`src/rtl/rx_pkg.sv`:
```
// Shared definitions for the RX hold-FIFO drain path.
// Status byte layout: bit5 SOP, bit6 EOP, bit7 ERR, bits[2:0] valid bytes in
// the EOP word (0 means 8).
package rx_pkg;

    localparam int unsigned RXSTATUS_SOP       = 5;
    localparam int unsigned RXSTATUS_EOP       = 6;
    localparam int unsigned RXSTATUS_ERR       = 7;
    localparam int unsigned RXSTATUS_BYTES_MSB = 2;

    localparam int unsigned RX_STATUS_W = 8;
    localparam int unsigned RX_DATA_W   = 64;
    localparam int unsigned RX_LEN_W    = 11;

    typedef enum logic [1:0] {
        IDLE    = 2'd0,
        FRAME   = 2'd1,
        DISCARD = 2'd2
    } rx_state_e;

    // Status for a forced frame terminator: EOP|ERR, byte count cleared.
    function automatic logic [RX_STATUS_W-1:0] rx_eop_err_status();
        logic [RX_STATUS_W-1:0] s;
        s                         = '0;
        s[RXSTATUS_BYTES_MSB:0]   = '0;
        s[RXSTATUS_EOP]           = 1'b1;
        s[RXSTATUS_ERR]           = 1'b1;
        return s;
    endfunction

endpackage

```
`src/rtl/rx_sat_counter.sv`:
```
// Saturating increment counter with synchronous active-high reset.
// Ports: clk, rst (sync, active-high), inc (count enable), count (value).
module rx_sat_counter #(
    parameter int unsigned W = 32
) (
    input  logic         clk,
    input  logic         rst,
    input  logic         inc,
    output logic [W-1:0] count
);

    logic [W-1:0] count_q;
    logic [W-1:0] count_d;

    // Hold at all-ones once reached.
    always_comb begin
        count_d = count_q;
        if (inc && (count_q != '1)) begin
            count_d = count_q + W'(1);
        end
    end

    always_ff @(posedge clk) begin
        if (rst) begin
            count_q <= '0;
        end else begin
            count_q <= count_d;
        end
    end

    assign count = count_q;

endmodule

```
`src/rtl/rx_hold_drain.sv`:
```
// Drains the 72-bit show-ahead RX hold FIFO into the RX data FIFO, holding
// back the last 7 words until a frame end has been committed upstream, and
// enforcing SOP/EOP framing with frame/error/stray statistics.
// Optional build macro: RX_MAX_LEN_CHECK_EN adds a per-frame length limit
// (MAX_WORDS) that truncates oversize frames with EOP|ERR and discards the rest.
// Ports:
//   clk_xgmii_rx, reset_xgmii_rx  clock, synchronous active-high reset
//   rxhfifo_*                     hold FIFO read side (head word, flags, pop)
//   hold_eop_commit               pulse per EOP word written into the hold FIFO
//   rxdfifo_*                     data FIFO write side (registered, latency 1)
//   stat_*                        saturating frame/error/stray counters
module rx_hold_drain
    import rx_pkg::*;
#(
    parameter int unsigned EOP_CNT_W = 4,
    parameter int unsigned STAT_W    = 32,
    parameter int unsigned MAX_WORDS = 1520
) (
    input  logic                   clk_xgmii_rx,
    input  logic                   reset_xgmii_rx,
    input  logic [RX_DATA_W-1:0]   rxhfifo_rdata,
    input  logic [RX_STATUS_W-1:0] rxhfifo_rstatus,
    input  logic                   rxhfifo_rempty,
    input  logic                   rxhfifo_ralmost_empty,
    output logic                   rxhfifo_ren,
    input  logic                   hold_eop_commit,
    input  logic                   rxdfifo_walmost_full,
    output logic [RX_DATA_W-1:0]   rxdfifo_wdata,
    output logic [RX_STATUS_W-1:0] rxdfifo_wstatus,
    output logic                   rxdfifo_wen,
    output logic [STAT_W-1:0]      stat_frames,
    output logic [STAT_W-1:0]      stat_err_frames,
    output logic [STAT_W-1:0]      stat_stray
);

    rx_state_e                state_q, state_d;
    logic [EOP_CNT_W-1:0]     eop_pending_q, eop_pending_d;
    logic                     wen_q, wen_d;
    logic [RX_DATA_W-1:0]     wdata_q, wdata_d;
    logic [RX_STATUS_W-1:0]   wstatus_q, wstatus_d;
    logic                     inc_frames, inc_err_frames, inc_stray;
    logic                     head_sop, head_eop, head_err;
`ifdef RX_MAX_LEN_CHECK_EN
    logic [RX_LEN_W-1:0]      word_cnt_q, word_cnt_d;
`endif

    assign head_sop = rxhfifo_rstatus[RXSTATUS_SOP];
    assign head_eop = rxhfifo_rstatus[RXSTATUS_EOP];
    assign head_err = rxhfifo_rstatus[RXSTATUS_ERR];

    // Pop: the last 7 words stay put unless a committed EOP is in the FIFO.
    always_comb begin
        rxhfifo_ren = !rxhfifo_rempty && !rxdfifo_walmost_full &&
                      (!rxhfifo_ralmost_empty || (eop_pending_q != '0));
    end

    // Committed-EOP count; saturates at both ends, simultaneous +/- cancel.
    always_comb begin
        eop_pending_d = eop_pending_q;
        if (hold_eop_commit && !(rxhfifo_ren && head_eop)) begin
            if (eop_pending_q != '1) begin
                eop_pending_d = eop_pending_q + EOP_CNT_W'(1);
            end
        end else if (!hold_eop_commit && rxhfifo_ren && head_eop) begin
            if (eop_pending_q != '0) begin
                eop_pending_d = eop_pending_q - EOP_CNT_W'(1);
            end
        end
    end

    // Framing FSM, evaluated on each popped word.
    always_comb begin
        state_d        = state_q;
        wen_d          = 1'b0;
        wdata_d        = wdata_q;
        wstatus_d      = wstatus_q;
        inc_frames     = 1'b0;
        inc_err_frames = 1'b0;
        inc_stray      = 1'b0;
`ifdef RX_MAX_LEN_CHECK_EN
        word_cnt_d     = word_cnt_q;
`endif
        if (rxhfifo_ren) begin
            wdata_d   = rxhfifo_rdata;
            wstatus_d = rxhfifo_rstatus;
            case (state_q)
                IDLE: begin
                    if (head_sop) begin
                        wen_d = 1'b1;
                        if (head_eop) begin
                            inc_frames     = !head_err;
                            inc_err_frames = head_err;
                        end else begin
                            state_d = FRAME;
`ifdef RX_MAX_LEN_CHECK_EN
                            word_cnt_d = RX_LEN_W'(1);
`endif
                        end
                    end else begin
                        inc_stray = 1'b1;
                    end
                end
                FRAME: begin
                    wen_d = 1'b1;
                    if (head_sop) begin
                        // Missing EOP: close the old frame using the SOP word
                        // as filler; the new frame's head is lost.
                        wstatus_d      = rx_eop_err_status();
                        inc_err_frames = 1'b1;
                        inc_stray      = 1'b1;
`ifdef RX_MAX_LEN_CHECK_EN
                        word_cnt_d     = RX_LEN_W'(1);
`endif
                    end else if (head_eop) begin
                        state_d        = IDLE;
                        inc_frames     = !head_err;
                        inc_err_frames = head_err;
`ifdef RX_MAX_LEN_CHECK_EN
                    end else if (word_cnt_q == RX_LEN_W'(MAX_WORDS)) begin
                        // Word MAX_WORDS+1 without EOP: truncate the frame.
                        wstatus_d      = rx_eop_err_status();
                        inc_err_frames = 1'b1;
                        state_d        = DISCARD;
                    end else begin
                        word_cnt_d = word_cnt_q + RX_LEN_W'(1);
`else
                    end else begin
                        wen_d = 1'b1;
`endif
                    end
                end
`ifdef RX_MAX_LEN_CHECK_EN
                DISCARD: begin
                    if (head_eop) begin
                        state_d = IDLE;
                    end
                end
`endif
                default: begin
                    state_d = IDLE;
                end
            endcase
        end
    end

    always_ff @(posedge clk_xgmii_rx) begin
        if (reset_xgmii_rx) begin
            state_q       <= IDLE;
            eop_pending_q <= '0;
            wen_q         <= 1'b0;
            wdata_q       <= '0;
            wstatus_q     <= '0;
`ifdef RX_MAX_LEN_CHECK_EN
            word_cnt_q    <= '0;
`endif
        end else begin
            state_q       <= state_d;
            eop_pending_q <= eop_pending_d;
            wen_q         <= wen_d;
            wdata_q       <= wdata_d;
            wstatus_q     <= wstatus_d;
`ifdef RX_MAX_LEN_CHECK_EN
            word_cnt_q    <= word_cnt_d;
`endif
        end
    end

    assign rxdfifo_wen     = wen_q;
    assign rxdfifo_wdata   = wdata_q;
    assign rxdfifo_wstatus = wstatus_q;

    rx_sat_counter #(.W(STAT_W)) u_stat_frames (
        .clk   (clk_xgmii_rx),
        .rst   (reset_xgmii_rx),
        .inc   (inc_frames),
        .count (stat_frames)
    );

    rx_sat_counter #(.W(STAT_W)) u_stat_err_frames (
        .clk   (clk_xgmii_rx),
        .rst   (reset_xgmii_rx),
        .inc   (inc_err_frames),
        .count (stat_err_frames)
    );

    rx_sat_counter #(.W(STAT_W)) u_stat_stray (
        .clk   (clk_xgmii_rx),
        .rst   (reset_xgmii_rx),
        .inc   (inc_stray),
        .count (stat_stray)
    );

endmodule

```
`config.mk`:
```
export PLATFORM = sky130hd
export DESIGN_NAME = rx_hold_drain
export DESIGN_NICKNAME = d
export VERILOG_FILES = /design/src/rtl/rx_pkg.sv /design/src/rtl/rx_sat_counter.sv /design/src/rtl/rx_hold_drain.sv
export SDC_FILE = /design/constraint.sdc
export NUM_CORES = 1
export LEC_CHECK = 0
export CORE_ASPECT_RATIO = 1.2
export CORE_MARGIN = 4
export CORE_UTILIZATION = 26
export CTS_BUF_LIST = sky130_fd_sc_hd__clkbuf_2
export DETAILED_ROUTE_END_ITERATION = 10
export PLACE_DENSITY = 0.61
export SYNTH_ARGS = -nofsm -noshare
export SYNTH_HDL_FRONTEND = slang
export SYNTH_SLANG_ARGS = --single-unit
```
`constraint.sdc`:
```
create_clock -name clk_xgmii_rx -period 3.1 [get_ports clk_xgmii_rx]
set_input_delay 0.31 -clock clk_xgmii_rx [delete_from_list [all_inputs] [get_ports clk_xgmii_rx]]
set_output_delay 0.31 -clock clk_xgmii_rx [all_outputs]
set_load 0.03 [all_outputs]
```
# --- Yosys cells after proc, flatten, opt, wreduce, memory -nomap -nowiden ---
# Cells that the tools add are included.
totals:
  register_bits: 175
op_classes:
  add_sub_neg: 5
  n_eq_ne: 10
  muxes: 26
  n_bitwise: 1
  reduce_logical: 23
op_table:
  columns: ["operator", "count"]
  rows:
  - ["$add A32 B1 Y32 const B", 3]
  - ["$ne A32 B32 Y1 const B", 3]
  - ["$mux W4", 4]
  - ["$mux W8", 2]
  - ["$mux W1", 11]
  - ["$logic_and A1 B1 Y1", 9]
  - ["$mux W2", 4]
  - ["$ne A2 B2 Y1 const B", 4]
  - ["$pmux W1 S2", 4]
  - ["$logic_not A1 Y1", 6]
  - ["$reduce_and A5 Y1", 1]
  - ["$add A4 B1 Y4 const B", 1]
  - ["$ne A4 B4 Y1 const B", 1]
  - ["$pmux W2 S2", 1]
  - ["$reduce_bool A2 Y1", 2]
  - ["$reduce_bool A4 Y1", 1]
  - ["$sub A4 B1 Y4 const B", 1]
  - ["$reduce_and A3 Y1", 1]
  - ["$eq A2 B1 Y1 const B", 1]
  - ["$logic_not A2 Y1", 1]
  - ["$ne A2 B1 Y1 const B", 1]
  - ["$reduce_or A2 Y1", 1]
  - ["$logic_or A1 B1 Y1", 1]
  - ["$not A1 Y1", 1]

# --- Logic depth before layout (Yosys ltp) ---
depth:
  word_depth: 8
  ltp_mapped: 11

# --- Hierarchy ---
# A second synthesis with hierarchy kept.
unflattened:
  hier_cells: 971
  area_unflattened_um2: 8016.4
by_module_without_submodules:
  columns: ["mod", "instances", "cells_each", "area_per_inst_um2"]
  rows:
  - ["rx_sat_counter", 3, 199, 1674.1]
  - ["rx_hold_drain", 1, 374, 2994.1]

# --- Worst setup path before layout ---
# No wires, ideal clock.
synth_timing:
  kind: "reg2reg"
  start: "reg eop_pending_q[0]"
  end: "reg eop_pending_q[3]"
  setup_time_ns: 0.121
  t_arrival_ns: 2.689
  setup_slack_ns: 0.291
  stages_incl_launch_ff: 12
  period_less_slack_ns: 2.809
  cell_sequence: "dfxtp_1 nor4_4 a21o_1 buf_2 buf_1 o21ai_0 ha_1 a21o_1 a21oi_1 nor3_1 a31oi_1 mux2_2"
synth_between:
  elab_chain_len: 8
  word_cells_on_any_way: 19
  cone_classes: "2 x add/sub; 2 x eq/ne; 4 x mux; 11 x reduce/logical"
synth_rtl:
  columns: ["element", "line", "rtl"]
  rows:
  - ["start, declared", "rx_hold_drain.sv:37", "logic [EOP_CNT_W-1:0] eop_pending_q, eop_pending_d;"]
  - ["start signal, assigned", "rx_hold_drain.sv:158", "eop_pending_q <= eop_pending_d;"]
  - ["parallel branches: the longest is 8 deep, another holds $sub A4 B1 Y4", null, null]
# Parallel ways; which one is timed is not known. The select of a mux whose other input is x is not followed.
# A chain may end at the register's enable or synchronous reset.

# --- Worst setup path in the final report ---
layout_timing:
  start: "reg eop_pending_q[3]"
  end: "out rxhfifo_ren"
layout_between:
  elab_chain_len: 3
layout_rtl:
  columns: ["element", "line", "rtl"]
  rows:
  - ["$reduce_bool A4 Y1", "rx_hold_drain.sv:54", "(!rxhfifo_ralmost_empty || (eop_pending_q != '0));"]
  - ["$logic_or A1 B1 Y1", "rx_hold_drain.sv:54", null]
  - ["$logic_and A1 B1 Y1", "rx_hold_drain.sv:53", "rxhfifo_ren = !rxhfifo_rempty && !rxdfifo_walmost_full &&"]
  - ["end, declared", "rx_hold_drain.sv:25", "output logic rxhfifo_ren,"]
# No other way between the ends.

==> impl_metrics.toml <==
[status]
outcome = "completed"

[global_route]
grt_pass1_vias = 7638
grt_overflow_total = 0
grtUsageTotal_pct = 14.50
grt_max_degree = 121
antenna_found_initial = 2
grt_first_pass_wirelength_um = 40250

[floorplanning]
die_h_um = 199.9
die_x_um = 167.9
start_util_pct = 26.25
top_level_ports = 248
num_rows = 70
die_area_um2 = 33560
core_um2 = 30390

[logic_synthesis]
synth_area_per_cell_um2 = 8.181
syn_inst = 975
netlist_area_um2 = 7976
ys_ff_latch = 174
synth.area.top_cells = "dfxtp_1 44%, nand2_1 8.7%, a21oi_1 8.4%"
synth-seq-area-share_pct = 43.67
synthArstFlopShare_pct = 0
yosys.area.top_type = "dfxtp_1"
synth_edf_count = 0
syn_nets = 1061
synthFlopType = "dfxtp_1"
netlist.area_leader.share_pct = 43.67
ys_warn_count = 0
synth_cell_type_count = 62

[timing]
fin_crit_sh_pct = 87.94
worstMarginPinSlew_ns = 0.7816
hold_viol = 0
relSlewSlack_pct = 47.89
fin_setup_tns_ns = 0
report.final.slew_viol_count = 0
setup_viol = 0
fin_crit_ns = 2.726
max_freq_mhz = 366.8
final.setup.worst_slack_ns = 0.3737
clock_skew_ns = 0.06346
rsz0062_at_grt = "false"

[placed_design]
dp_worst_setup_slack_ns = 0.1934
portBuffers = 247
dp_hpwl_um = 17510
gp_congestion = 0.7552

[critical_path]
endpoint_kind = "primary output"
cp-start-kind = "flip-flop"
reg2reg_from = "u_stat_err_frames.count[9]$_SDFFE_PP0P_"
crit_path_max_fanout = 78
cp-endpoint = "rxhfifo_ren"
rr_worst_depth = 6
crit_arrival_ns = 2.42
reg2reg_setup_slack_ns = 0.60
crit_start = "eop_pending_q[3]$_SDFFE_PP0P_"
critPathKind = "reg -> out"
cp_data_required_time_ns = 2.79
worst_r2r_endpoint = "u_stat_err_frames.count[6]$_SDFFE_PP0P_"

[clocking]
htree_levels = 4
cts_tree = "done"
cts_buffers = 17
clkLatencyLatePin_ns = 0.82
post-cts-setup-buffers = 0
cts_buffer_depth = 2
cts_sinks = 174
cts.clk_slew.worst_paths_ns = 0.32
post_cts_resized = 0
cts_hold_buf = 70
cts_root_buf = "clkbuf_2"

[finish]
fin_util_pct = 38.77
drive_gt1_share_pct = 7.788
final_cell_mix = "245 x clkdlybuf4s50_1, 184 x nand2_1, 174 x dfxtp_1"
layout_commonest_cell = "clkdlybuf4s50_1"
syn_to_final_growth_pct = 47.73
nNetsFinal = 1357

[route]
wl_um = 25670
initialDrtViolationCount = 442
wl_per_cell_um = 15.26
vias = 8228
firstDrtPassIters = 5
routed_via_density = 4.892
ant_nets = 0
drc = 0

[min_path]
hp-class = "in -> reg"
holdPathStages = 2

[power]
leakage_uw = 0.003840
powerDensity_nw_per_um2 = 363.2
peakVddDrop_v = 0.0001431
p_total_uw = 4280

[run]
maxCapViolCount = 0
==> kinds of logic after synthesis <==
group	Yosys count	share of synthesized area, %
adders and majority gates	8	1.349
buffers and inverters	72	3.812
muxes	31	4.345
xor gates and xnor gates	7	0.7686
AOI/OAI and AO/OA	223	16.35
DFF	174	43.67
and+or+nand+nor	460	29.71
==> registers in the layout, summed over array words and instances (netlist names) <==
register and count:
rxdfifo_wstatus 8, rxdfifo_wdata 64, u_stat_stray.count 32, u_stat_err_frames.count 32, u_stat_frames.count 32, rxdfifo_wen 1, state_q 1, eop_pending_q 4
==> how the worst min path moves through the flow <==
stage                               startpoint                               to  slack [ns]
3_3_place_gp   rxdfifo_wstatus[1]$_SDFFE_PP0P_  rxdfifo_wstatus[1]$_SDFFE_PP0P_        0.44
2_1_floorplan               rxhfifo_rstatus[6]          state_q[0]$_SDFFE_PP0P_        0.42
5_1_grt                     rxhfifo_rstatus[6]          state_q[0]$_SDFFE_PP0P_        0.09
4_1_cts                     rxhfifo_rstatus[6]          state_q[0]$_SDFFE_PP0P_        0.08
3_5_place_dp    rxdfifo_wdata[36]$_SDFFE_PP0P_   rxdfifo_wdata[36]$_SDFFE_PP0P_        0.45
6_report                    rxhfifo_rstatus[6]          state_q[0]$_SDFFE_PP0P_        0.20
==> critical path, cell delays in order, from the launching register on <==
cell     delay (ns)
dfxtp_1        0.43
nor4_4         0.41
a21o_2         0.22
inv_2          0.07
buf_12         0.21
buf_4          0.21
==> synth_stat cells (3+ instances only) <==
master,instances
a211oi_1,3
a21oi_1,134
a311oi_1,3
and3_1,7
and4_1,10
buf_1,6
buf_2,9
clkbuf_1,39
dfxtp_1,174
ha_1,7
inv_1,14
mux2_2,28
nand2_1,184
nand3_1,34
nand4_1,24
nand4_2,3
nor2_1,49
nor2b_1,28
nor3_1,11
nor4_1,26
nor4b_1,3
o21ai_0,30
o21ai_1,8
o311ai_2,3
o31a_1,3
o31ai_1,27
or3_1,34
or4_1,29
xnor2_1,4
xor2_1,3
==> power breakdown <==
group / internal [uW] / leakage [uW] / total [uW] / switching [uW]
Combinational: 332 / 0.00229 / 712 / 380
Sequential: 2310 / 0.00141 / 2360 / 47.6
Clock: 312 / 0.000140 / 1210 / 895
==> layer usage <==
layer / up-vias / track usage [%] / wire length, um
met5: - / 0 / 0
met1: 3925 / 18.05 / 10930
met4: 0 / 5.532 / 716
li1: 4099 / - / -
met3: 41 / 3.506 / 1179
met2: 163 / 24.43 / 12840
==> cell type report <==
cell class / instances / area, um2
Timing Repair Buffer: 334 / 3324
Tap cell: 396 / 495.5
Clock buffer: 18 / 90.09
Fill cell: 3109 / 18610
Inverter: 15 / 56.30
Multi-Input combinational cell: 729 / 4197
Clock inverter: 14 / 132.6
Antenna cell: 2 / 5.005
Sequential cell: 174 / 3483
==> per-stage QoR <==
| step | hold WS (ns) | std cells | instance area (um2) |
|---|---|---|---|
| 2_1_floorplan | 0.4197 | 975 | 7976 |
| 3_3_place_gp | 0.4381 | 1578 | 10860 |
| 3_5_place_dp | 0.4463 | 1578 | 10860 |
| 4_1_cts | 0.07948 | 1680 | 11780 |
| 5_1_grt | 0.08997 | 1682 | 11780 |
| 6_report | 0.2029 | 1682 | 11780 |
(Power assumes the default switching activity.)
